`src/rtl/div_arbiter_pkg.sv`:
```
// Shared definitions for the divider arbiter and its round-robin picker.
package div_arbiter_pkg;

    localparam int unsigned DEF_N       = 22;
    localparam int unsigned DEF_NUM_REQ = 4;
    localparam int unsigned DEF_TIMEOUT = 64;

    typedef enum logic [1:0] {
        IDLE,
        START,
        WAIT,
        RESP
    } state_t;

    // Width needed to hold an index or count below n (at least one bit).
    function automatic int unsigned idx_width(input int unsigned n);
        return (n > 1) ? $clog2(n) : 1;
    endfunction

    localparam int unsigned DEF_IDX_W = idx_width(DEF_NUM_REQ);

endpackage

```
`src/rtl/div_arbiter_rr_picker.sv`:
```
// Combinational round-robin priority encoder: first set request at or after ptr.
module rr_picker
    import div_arbiter_pkg::*;
#(
    parameter int unsigned NUM_REQ = DEF_NUM_REQ,
    parameter int unsigned IDX_W   = idx_width(NUM_REQ)
) (
    input  logic [NUM_REQ-1:0] req,
    input  logic [IDX_W-1:0]   ptr,
    output logic [IDX_W-1:0]   winner,
    output logic               valid
);

    // Scan NUM_REQ positions starting at ptr, wrapping; the first set bit wins.
    always_comb begin
        int unsigned pos;
        pos    = 0;
        winner = '0;
        valid  = 1'b0;
        for (int unsigned i = 0; i < NUM_REQ; i++) begin
            pos = (32'(ptr) + i) % NUM_REQ;
            if (!valid && req[IDX_W'(pos)]) begin
                winner = IDX_W'(pos);
                valid  = 1'b1;
            end
        end
    end

endmodule

```
`src/rtl/div_arbiter.sv`:
```
// Round-robin arbiter serialising divide requests onto one shared divider,
// with a watchdog that aborts a transaction if the divider never finishes.
module div_arbiter
    import div_arbiter_pkg::*;
#(
    parameter int unsigned N       = DEF_N,
    parameter int unsigned NUM_REQ = DEF_NUM_REQ,
    parameter int unsigned TIMEOUT = DEF_TIMEOUT
) (
    input  logic                      clk,
    input  logic                      rst,
    input  logic [NUM_REQ-1:0]        req,
    input  logic [NUM_REQ-1:0][N-1:0] dividend,
    input  logic [NUM_REQ-1:0][N-1:0] divisor,
    output logic [NUM_REQ-1:0]        gnt,
    output logic [NUM_REQ-1:0]        done,
    output logic signed [N-1:0]       result_q,
    output logic                      dbz,
    output logic                      overflow,
    output logic                      timeout,
    output logic                      div_start,
    output logic signed [N-1:0]       div_dividend,
    output logic signed [N-1:0]       div_divisor,
    input  logic                      div_busy,
    input  logic                      div_done,
    input  logic                      div_dbz,
    input  logic                      div_overflow,
    input  logic signed [N-1:0]       div_output_q
);

    localparam int unsigned IDX_W = idx_width(NUM_REQ);
    localparam int unsigned WD_W  = idx_width(TIMEOUT);

    state_t           state;
    state_t           state_nxt;
    logic [IDX_W-1:0] ptr;
    logic [IDX_W-1:0] winner;
    logic [IDX_W-1:0] pick_idx;
    logic             pick_valid;
    logic [WD_W-1:0]  wd;
    logic             wd_expired;

    rr_picker #(
        .NUM_REQ (NUM_REQ),
        .IDX_W   (IDX_W)
    ) u_picker (
        .req    (req),
        .ptr    (ptr),
        .winner (pick_idx),
        .valid  (pick_valid)
    );

    assign wd_expired = (wd == WD_W'(TIMEOUT - 1));

    // State register.
    always_ff @(posedge clk or posedge rst) begin
        if (rst) begin
            state <= IDLE;
        end else begin
            state <= state_nxt;
        end
    end

    // Next-state logic; div_done is only honoured while waiting on the divider.
    always_comb begin
        state_nxt = state;
        unique case (state)
            IDLE:    if (pick_valid) state_nxt = START;
            START:   state_nxt = WAIT;
            WAIT:    if (div_done || wd_expired) state_nxt = RESP;
            RESP:    state_nxt = IDLE;
            default: state_nxt = IDLE;
        endcase
    end

    // Handshake outputs, decoded purely from the registered state and winner.
    always_comb begin
        gnt       = '0;
        done      = '0;
        div_start = (state == START);
        if (state != IDLE) gnt[winner] = 1'b1;
        if (state == RESP) done[winner] = 1'b1;
    end

    // Transaction datapath: winner/operand latch, watchdog, result capture, pointer.
    always_ff @(posedge clk or posedge rst) begin
        if (rst) begin
            winner       <= '0;
            ptr          <= '0;
            wd           <= '0;
            div_dividend <= '0;
            div_divisor  <= '0;
            result_q     <= '0;
            dbz          <= 1'b0;
            overflow     <= 1'b0;
            timeout      <= 1'b0;
        end else begin
            unique case (state)
                IDLE: begin
                    if (pick_valid) begin
                        winner       <= pick_idx;
                        div_dividend <= dividend[pick_idx];
                        div_divisor  <= divisor[pick_idx];
                    end
                end
                START: wd <= '0;
                WAIT: begin
                    if (div_done) begin
                        result_q <= div_output_q;
                        dbz      <= div_dbz;
                        overflow <= div_overflow;
                        timeout  <= 1'b0;
                    end else if (wd_expired) begin
                        result_q <= '0;
                        dbz      <= 1'b0;
                        overflow <= 1'b0;
                        timeout  <= 1'b1;
                    end else if (wd != '1) begin
                        wd <= wd + 1'b1;
                    end
                end
                RESP: ptr <= (winner == IDX_W'(NUM_REQ - 1)) ? '0 : winner + 1'b1;
                default: ;
            endcase
        end
    end

    // The divider must report busy for as long as a transaction waits on it.
    assert property (@(posedge clk) disable iff (rst) (state == WAIT) |-> div_busy);

endmodule

```
`config.mk`:
```
export PLATFORM = sky130hd
export DESIGN_NAME = div_arbiter
export DESIGN_NICKNAME = d
export VERILOG_FILES = /design/src/rtl/div_arbiter_pkg.sv /design/src/rtl/div_arbiter_rr_picker.sv /design/src/rtl/div_arbiter.sv
export SDC_FILE = /design/constraint.sdc
export NUM_CORES = 1
export LEC_CHECK = 0
export CORE_ASPECT_RATIO = 1.4
export CORE_MARGIN = 5
export CORE_UTILIZATION = 37
export CTS_BUF_LIST = sky130_fd_sc_hd__clkbuf_4 sky130_fd_sc_hd__clkbuf_8 sky130_fd_sc_hd__clkbuf_16
export CTS_CLUSTER_DIAMETER = 100
export DETAILED_ROUTE_END_ITERATION = 7
export GPL_TIMING_DRIVEN = 0
export HOLD_SLACK_MARGIN = 0.1
export PLACE_DENSITY_LB_ADDON = 0.05
export SYNTH_ARGS = -nofsm -noshare
export SYNTH_HDL_FRONTEND = slang
export SYNTH_SLANG_ARGS = --single-unit
```
`constraint.sdc`:
```
create_clock -name clk -period 2.6 [get_ports clk]
set_input_delay 0.26 -clock clk [delete_from_list [all_inputs] [get_ports clk]]
set_output_delay 0.26 -clock clk [all_outputs]
set_load 0.02 [all_outputs]
```
==> impl_metrics.csv, run 1 <==
group,metric,value,unit
outcome,outcome,"finished clean",
global_route,grt_use_total,24.7,%
synth,synth-seq-area-share,45.4,%
clocking,clockRootBuffer,"clkbuf_16",
floorplanning,std_cell_rows,47,
global_route,grt_start_max_net_pins,53,
final_layout,nFillCells,1019,
clocking,clkTransAtPathRegs,60,ps
synth,syn_inst,441,
clocking,h-tree-depth,3,
routing,wl,18400,µm
pwr,leakage,3.53,nW
clocking,cts_resized,0,
setup_path,critPathKind,"reg -> out",
setup_path,cp-end-kind,"output port",
setup_path,arrival,1910,ps
floorplanning,die_x,103,µm
timing,fin_crit,2170,ps
pwr,p_total,0.00821,W
timing,hold_viol_final,0,
setup_path,cp-start-kind,"flop",
timing,grt_setup_unrepaired,"false",
routing,wire_per_inst,20.7,µm
routing,num_vias,4562,
pwr,swShare,41.3,%
final_layout,final_area,7800,µm²
clocking,cts_made_buffers,9,
final_layout,regArea,2030,µm²
job,cap_violations,0,
place,numPortBuffers,283,
global_route,grt_overflow,0,
routing,drtIter0Drc,111,
pwr,p_switching,0.00339,W
place,place.gp.congestion,0.783,
routing,ant_nets,0,
synth,syn_area_per_cell,10.1,µm²
synth,synth_cell_types,33,
synth,synth_area_leaders,"dfrtp_1 (45%), mux2i_1 (20%), nand2_1 (8.7%)",
timing,post-route-period-util,83.5,%
min_path,hold_path.class,"in -> async",
routing,drc,0,
clocking,cts_tree,"done",
floorplanning,ios,286,
final_layout,multi_input_area,2230,µm²
pwr,vdd_drop_max,0.606,mV
setup_path,crit_chain,"inv_1 -> ha_1 -> nor2b_1 -> clkdlybuf4s50_1",
timing,worst_slew_pin_slew,576,ps
synth,synth_common_cells,"nand2_1 (103), mux2i_1 (88), dfrtp_1 (81)",
clocking,cts_hold_buf,0,
pwr,p_int,0.00482,W
pwr,pwr-share-seq,26.8,%
final_layout,nNetsFinal,953,
final_layout,drive_above_1_share,5.53,%
timing,relSlewSlack,61.6,%
synth,synth-seq-cells,81,
pwr,power_frac_comb,57.7,%
clocking,clockBufferDepth,2,
synth,synth_top_area_share,45.4,%
pwr,powerDensity,1050,nW/µm²
floorplanning,start_util,37.7,%
place,dp_hpwl,15000,µm
floorplanning,dieArea,14400,µm²
synth,post-synth-top-count-cell,"nand2_1",
synth,synthArstFlopShare,100,%
synth,ys.flop_type,"dfrtp_1",
pwr,p_clk_share,15.5,%
setup_path,crit_slowest_cell,"clkdlybuf4s50_1",
clocking,clock-sinks,81,
routing,vias_per_cell,5.14,
floorplanning,core_area,11800,µm²
synth,yosysTopAreaCell,"dfrtp_1",
clocking,cts_setup_buffers,0,
global_route,antenna_found_initial,0,
final_layout,syn_to_final_growth,75.0,%
setup_path,path_buf_inv,2,
global_route,grt_pass1_wl,27200,µm
routing,drt_pass1_iterations,4,
setup_path,crit_family,"buffers and inverters",
timing,setup_viol,0,
global_route,grt_pass1_vias,4891,
timing,fmax,0.461,GHz
final_layout,n_antenna_cell,0,
setup_path,max_stage_delay,640,ps
setup_path,cp_max_fo,7,
clocking,clock_latency,340,ps
setup_path,worstPathRequired,2340,ps
floorplanning,die_h,140,µm
place,dpl_cell_area,7510,µm²
synth,synth_area,4460,µm²
synth,syn-num-nets,658,
timing,clock_skew,8.58,ps
timing,maxSlewViolCount,0,
synth,yosys_warnings,0,
synth,synth_edf_count,0,
==> cell families (layout without fill, tap and decap cells) <==
family,Yosys count,in the layout,share of synthesized area [%]
xor+xnor,1,1,0.196
buf+inv,41,341,4.66
fa+ha+maj,9,9,2.52
mux,90,90,20.3
simple gates,155,155,14.9
flops,81,81,45.4
compound gates,64,64,12.0
==> worst reg2reg max path: stages, from the launching register on <==
cell and delay, ps:
dfrtp_1 410, inv_1 90, ha_1 160, clkbuf_1 360
inv_1 120, a311oi_2 460, nand4_1 230, nand3_1 120
o21ai_1 70
==> layout make-up <==
type | count | area share (%)
buffer | 34 | 2.32
multi-input combinational | 319 | 28.5
sequential | 81 | 26.0
tap | 147 | 2.36
timing repair buffer | 284 | 36.7
inverter | 7 | 0.369
clock inverter | 6 | 0.738
clock buffer | 10 | 3.06
==> power by group through the flow <==
stage	Combinational (W)	Sequential [W]	Clock (W)
5_1_grt	0.00510	0.00227	0.00136
3_5_place_dp	0.00479	0.00221	0
3_3_place_gp	0.00472	0.00217	0
6_report	0.00474	0.00220	0.00128
4_1_cts	0.00481	0.00220	0.00130
2_1_floorplan	0.00203	0.00279	0
==> final timing paths <==
| kind | startpoint | depth (start not counted) | slack (ps) | to |
|---|---|---|---|---|
| min in group clk | div_done | 3 | 360 | result_q[18]$_DFFE_PP0P_ |
| min | rst | 2 | 290 | result_q[9]$_DFFE_PP0P_ |
| max reg2reg | state[0]$_DFFE_PP0P_ | 8 | 460 | wd[5]$_DFFE_PP0P_ |
| max in group asynchronous | rst | 3 | 1730 | ptr[1]$_DFFE_PP0P_ |
| max | state[0]$_DFFE_PP0P_ | 4 | 430 | gnt[1] |
| min reg2reg | result_q[13]$_DFFE_PP0P_ | 2 | 460 | result_q[13]$_DFFE_PP0P_ |
==> stage by stage <==
| step | TNS [ps] | utilization (%) | setup slack (ps) | instances | hold slack (ps) |
|---|---|---|---|---|---|
| 2_1_floorplan | 0 | - | 260 | 441 | 408 |
| 3_3_place_gp | -92150 | 63.3 | -1140 | 871 | 451 |
| 3_5_place_dp | 0 | 63.5 | 122 | 872 | 458 |
| 4_1_cts | 0 | 66.0 | 400 | 888 | 295 |
| 5_1_grt | 0 | 66.0 | 242 | 888 | 332 |
| 6_report | 0 | 66.0 | 430 | 888 | 287 |
==> routing by layer <==
layer / share of wire (%) / global-route usage (%) / up-vias
met1: 35 / 26.9 / 2160
met3: 10 / 8.11 / 22
met2: 53 / 45.0 / 202
met4: 2.0 / 6.62 / 0
met5: 0 / 0 / -
li1: - / - / 2178
==> registers in the layout, indices dropped and copies added, names as in the netlist <==
register	flops
div_dividend	22
div_divisor	22
result_q	22
wd	6
ptr	2
state	2
winner	2
dbz	1
overflow	1
timeout	1
==> placed cells by master (no fill, tap or decap), types with 2 or more instances in the layout <==
cell	instances
nand2b_1	2
nand4_1	3
mux2i_1	88
buf_4	3
nand2_1	103
and2_1	4
buf_2	10
a31oi_1	2
buf_6	4
nand3_1	28
clkbuf_16	9
o21ai_0	4
ha_1	9
inv_1	6
clkbuf_1	17
o21ai_1	5
mux2_2	2
o221ai_1	44
nor2b_1	7
dfrtp_1	81
clkinv_2	4
clkdlybuf4s50_1	283
nor2_1	5
Power figures use the tool's default switching activity.
==> inputs of run 2 (changes only) <==
Settings changed: CORE_UTILIZATION 37 to 33.
Clock period 2.6 ns to 1.75 ns, I/O delays scaled along.
==> run 2 against run 1 <==
Against the previous run: total power grew 75%; the flow now finishes with violations (negative setup slack); global-route usage shrank 0.89 points; non-clock buffer count grew 28; routed wire length grew 6.5%; critical endpoint is now div_divisor[17]$_DFFE_PP0P_; largest cell class unchanged; via count grew 4.0%.
==> impl_metrics.csv, run 2 (synthesized netlist as in run 1, its figures left out) <==
group,metric,value,unit
outcome,outcome,"complete, but fails checks",
outcome,violations,"negative setup slack",
setup_path,worstPathRequired,1950,ps
clocking,clockBufferDepth,2,
clocking,h-tree-depth,3,
global_route,grt_pass1_vias,5091,
clocking,clockRootBuffer,"clkbuf_16",
setup_path,cp-end-kind,"flop",
clocking,clkTransAtPathRegs,60,ps
timing,fmax,0.536,GHz
setup_path,cp-start-kind,"flop",
floorplanning,die_h,148,µm
routing,drtIter0Drc,100,
clocking,clock_latency,340,ps
final_layout,n_antenna_cell,0,
routing,ant_nets,0,
clocking,clock-sinks,81,
timing,setup_viol,44,
floorplanning,die_x,108,µm
pwr,leakage,3.82,nW
place,place.gp.congestion,0.759,
timing,maxSlewViolCount,0,
timing,worst_slew_pin_slew,541,ps
final_layout,nNetsFinal,981,
timing,hold_viol_final,0,
final_layout,drive_above_1_share,18.9,%
timing,post-route-period-util,107,%
place,numPortBuffers,283,
timing,grt_setup_unrepaired,"true",
global_route,grt_start_max_net_pins,43,
final_layout,largest_registers,"div_dividend x22, div_divisor x22, result_q x22",
global_route,grt_pass1_wl,29300,µm
floorplanning,std_cell_rows,50,
floorplanning,start_util,33.5,%
min_path,hold_path.class,"in -> reg",
timing,fin_ws,-117,ps
final_layout,instances_no_fill,951,
final_layout,syn_to_final_growth,99.6,%
floorplanning,core_area,13300,µm²
global_route,grt_use_total,23.8,%
routing,drc,0,
setup_path,critPathKind,"reg -> reg",
global_route,gr-usage-met1,25.3,%
setup_path,arrival,2070,ps
timing,fin_crit,1870,ps
global_route,grt-busiest-layer,"met2",
clocking,cts_made_buffers,9,
pwr,p_total,0.0143,W
global_route,use_met3,8.26,%
routing,vias_per_cell,4.99,
place,dp_hpwl,14700,µm
setup_path,cp_max_fo,7,
global_route,grt_overflow,0,
floorplanning,ios,286,
place,place_inst,908,
global_route,antenna_found_initial,0,
routing,wire_per_inst,20.6,µm
routing,drt_pass1_iterations,4,
timing,relSlewSlack,63.9,%
timing,clock_skew,5.05,ps
job,cap_violations,0,
final_layout,layout_common_cells,"clkdlybuf4s50_1 (274), nand2_1 (103), dfrtp_1 (81), mux2i_1 (55), nand3_1 (28)",
pwr,powerDensity,1610,nW/µm²
final_layout,layout_commonest_cell,"clkdlybuf4s50_1",
floorplanning,dieArea,16000,µm²
clocking,cts_tree,"done",
global_route,grt_util_met2,42.8,%
routing,wl,19600,µm
routing,num_vias,4745,
pwr,vdd_drop_max,0.859,mV
-- run 2: cell count changes in the layout (fill, tap and decap cells not counted), moves of 4 or more --
cell             change
buf_12              +15
clkdlybuf4s50_1      -9
mux2i_1             -33
clkbuf_1            -12
mux2i_4             +22
o221ai_2            +17
ha_1                 -4
buf_2                -6
buf_4               +11
clkbuf_2             +9
clkbuf_8             +4
mux2i_2             +11
o221ai_1            -17
-- run 2: worst paths after layout --
check | from | to | slack (ps) | cells after the start
worst max-delay path | ptr[0]$_DFFE_PP0P_ | div_divisor[17]$_DFFE_PP0P_ | -120 | 9
worst min-delay path | div_done | result_q[17]$_DFFE_PP0P_ | 330 | 3
worst max register to register | ptr[0]$_DFFE_PP0P_ | div_divisor[17]$_DFFE_PP0P_ | -120 | 9
worst min register to register | result_q[15]$_DFFE_PP0P_ | result_q[15]$_DFFE_PP0P_ | 460 | 2
max in group asynchronous | rst | ptr[1]$_DFFE_PP0P_ | 640 | 4
min in group asynchronous | rst | div_divisor[8]$_DFFE_PP0P_ | 670 | 3
-- run 2: timing repair --
action	4_1_cts	5_1_grt
hold buffers	1	0
pin swaps	44	16
cloned	5	2
endpoints found under the hold margin	1	0
gates resized for setup	116	69
buffers inserted	17	6
endpoints found under the setup margin	82	78
-- run 2: power by group --
part | internal (W) | leakage (nW) | switching (W)
Clock | 0.00126 | 0.156 | 0.000765
Sequential | 0.00275 | 1.01 | 0.000524
Combinational | 0.00468 | 2.66 | 0.00437
Total | 0.00869 | 3.82 | 0.00566
-- run 2: per-stage QoR --
stage          setup WS (ps)  setup TNS [ps]  hold slack [ps]  cell area, µm²  utilization [%]
2_1_floorplan           27.3               0              323            4480                -
3_3_place_gp            -626          -58560              451            7540             56.6
3_5_place_dp            -677          -30320              434            7580             56.9
4_1_cts                 -134           -2820              317            8650             64.9
5_1_grt                 -221           -6490              355            8900             66.8
6_report                -117           -2160              325            8900             66.8
-- run 2: final cells by class --
| class | instances | area, µm² |
|---|---|---|
| well taps | 182 | 228 |
| plain buffers | 34 | 399 |
| fillers | 1069 | 4420 |
| clock buffers | 10 | 233 |
| inverters | 7 | 35.0 |
| clock inverters | 6 | 82.6 |
| repair buffers | 312 | 3190 |
| flip-flops and latches | 81 | 2030 |
| multi-input cells | 319 | 2700 |
-- run 2: metal layers --
metal,vias up,part of all wire [%]
met2,189,52
met4,0,3.1
met1,2271,35
met3,37,9.3
li1,2248,-
met5,-,0
-- run 2: worst max-delay path, cell delays in order, from the launching register on --
cell and delay (ps):
dfrtp_1 400, and2b_1 230, a21oi_2 50, o221ai_2 170
buf_6 190, buf_12 150, buf_8 110, buf_16 120
mux2i_1 190, o221ai_1 120
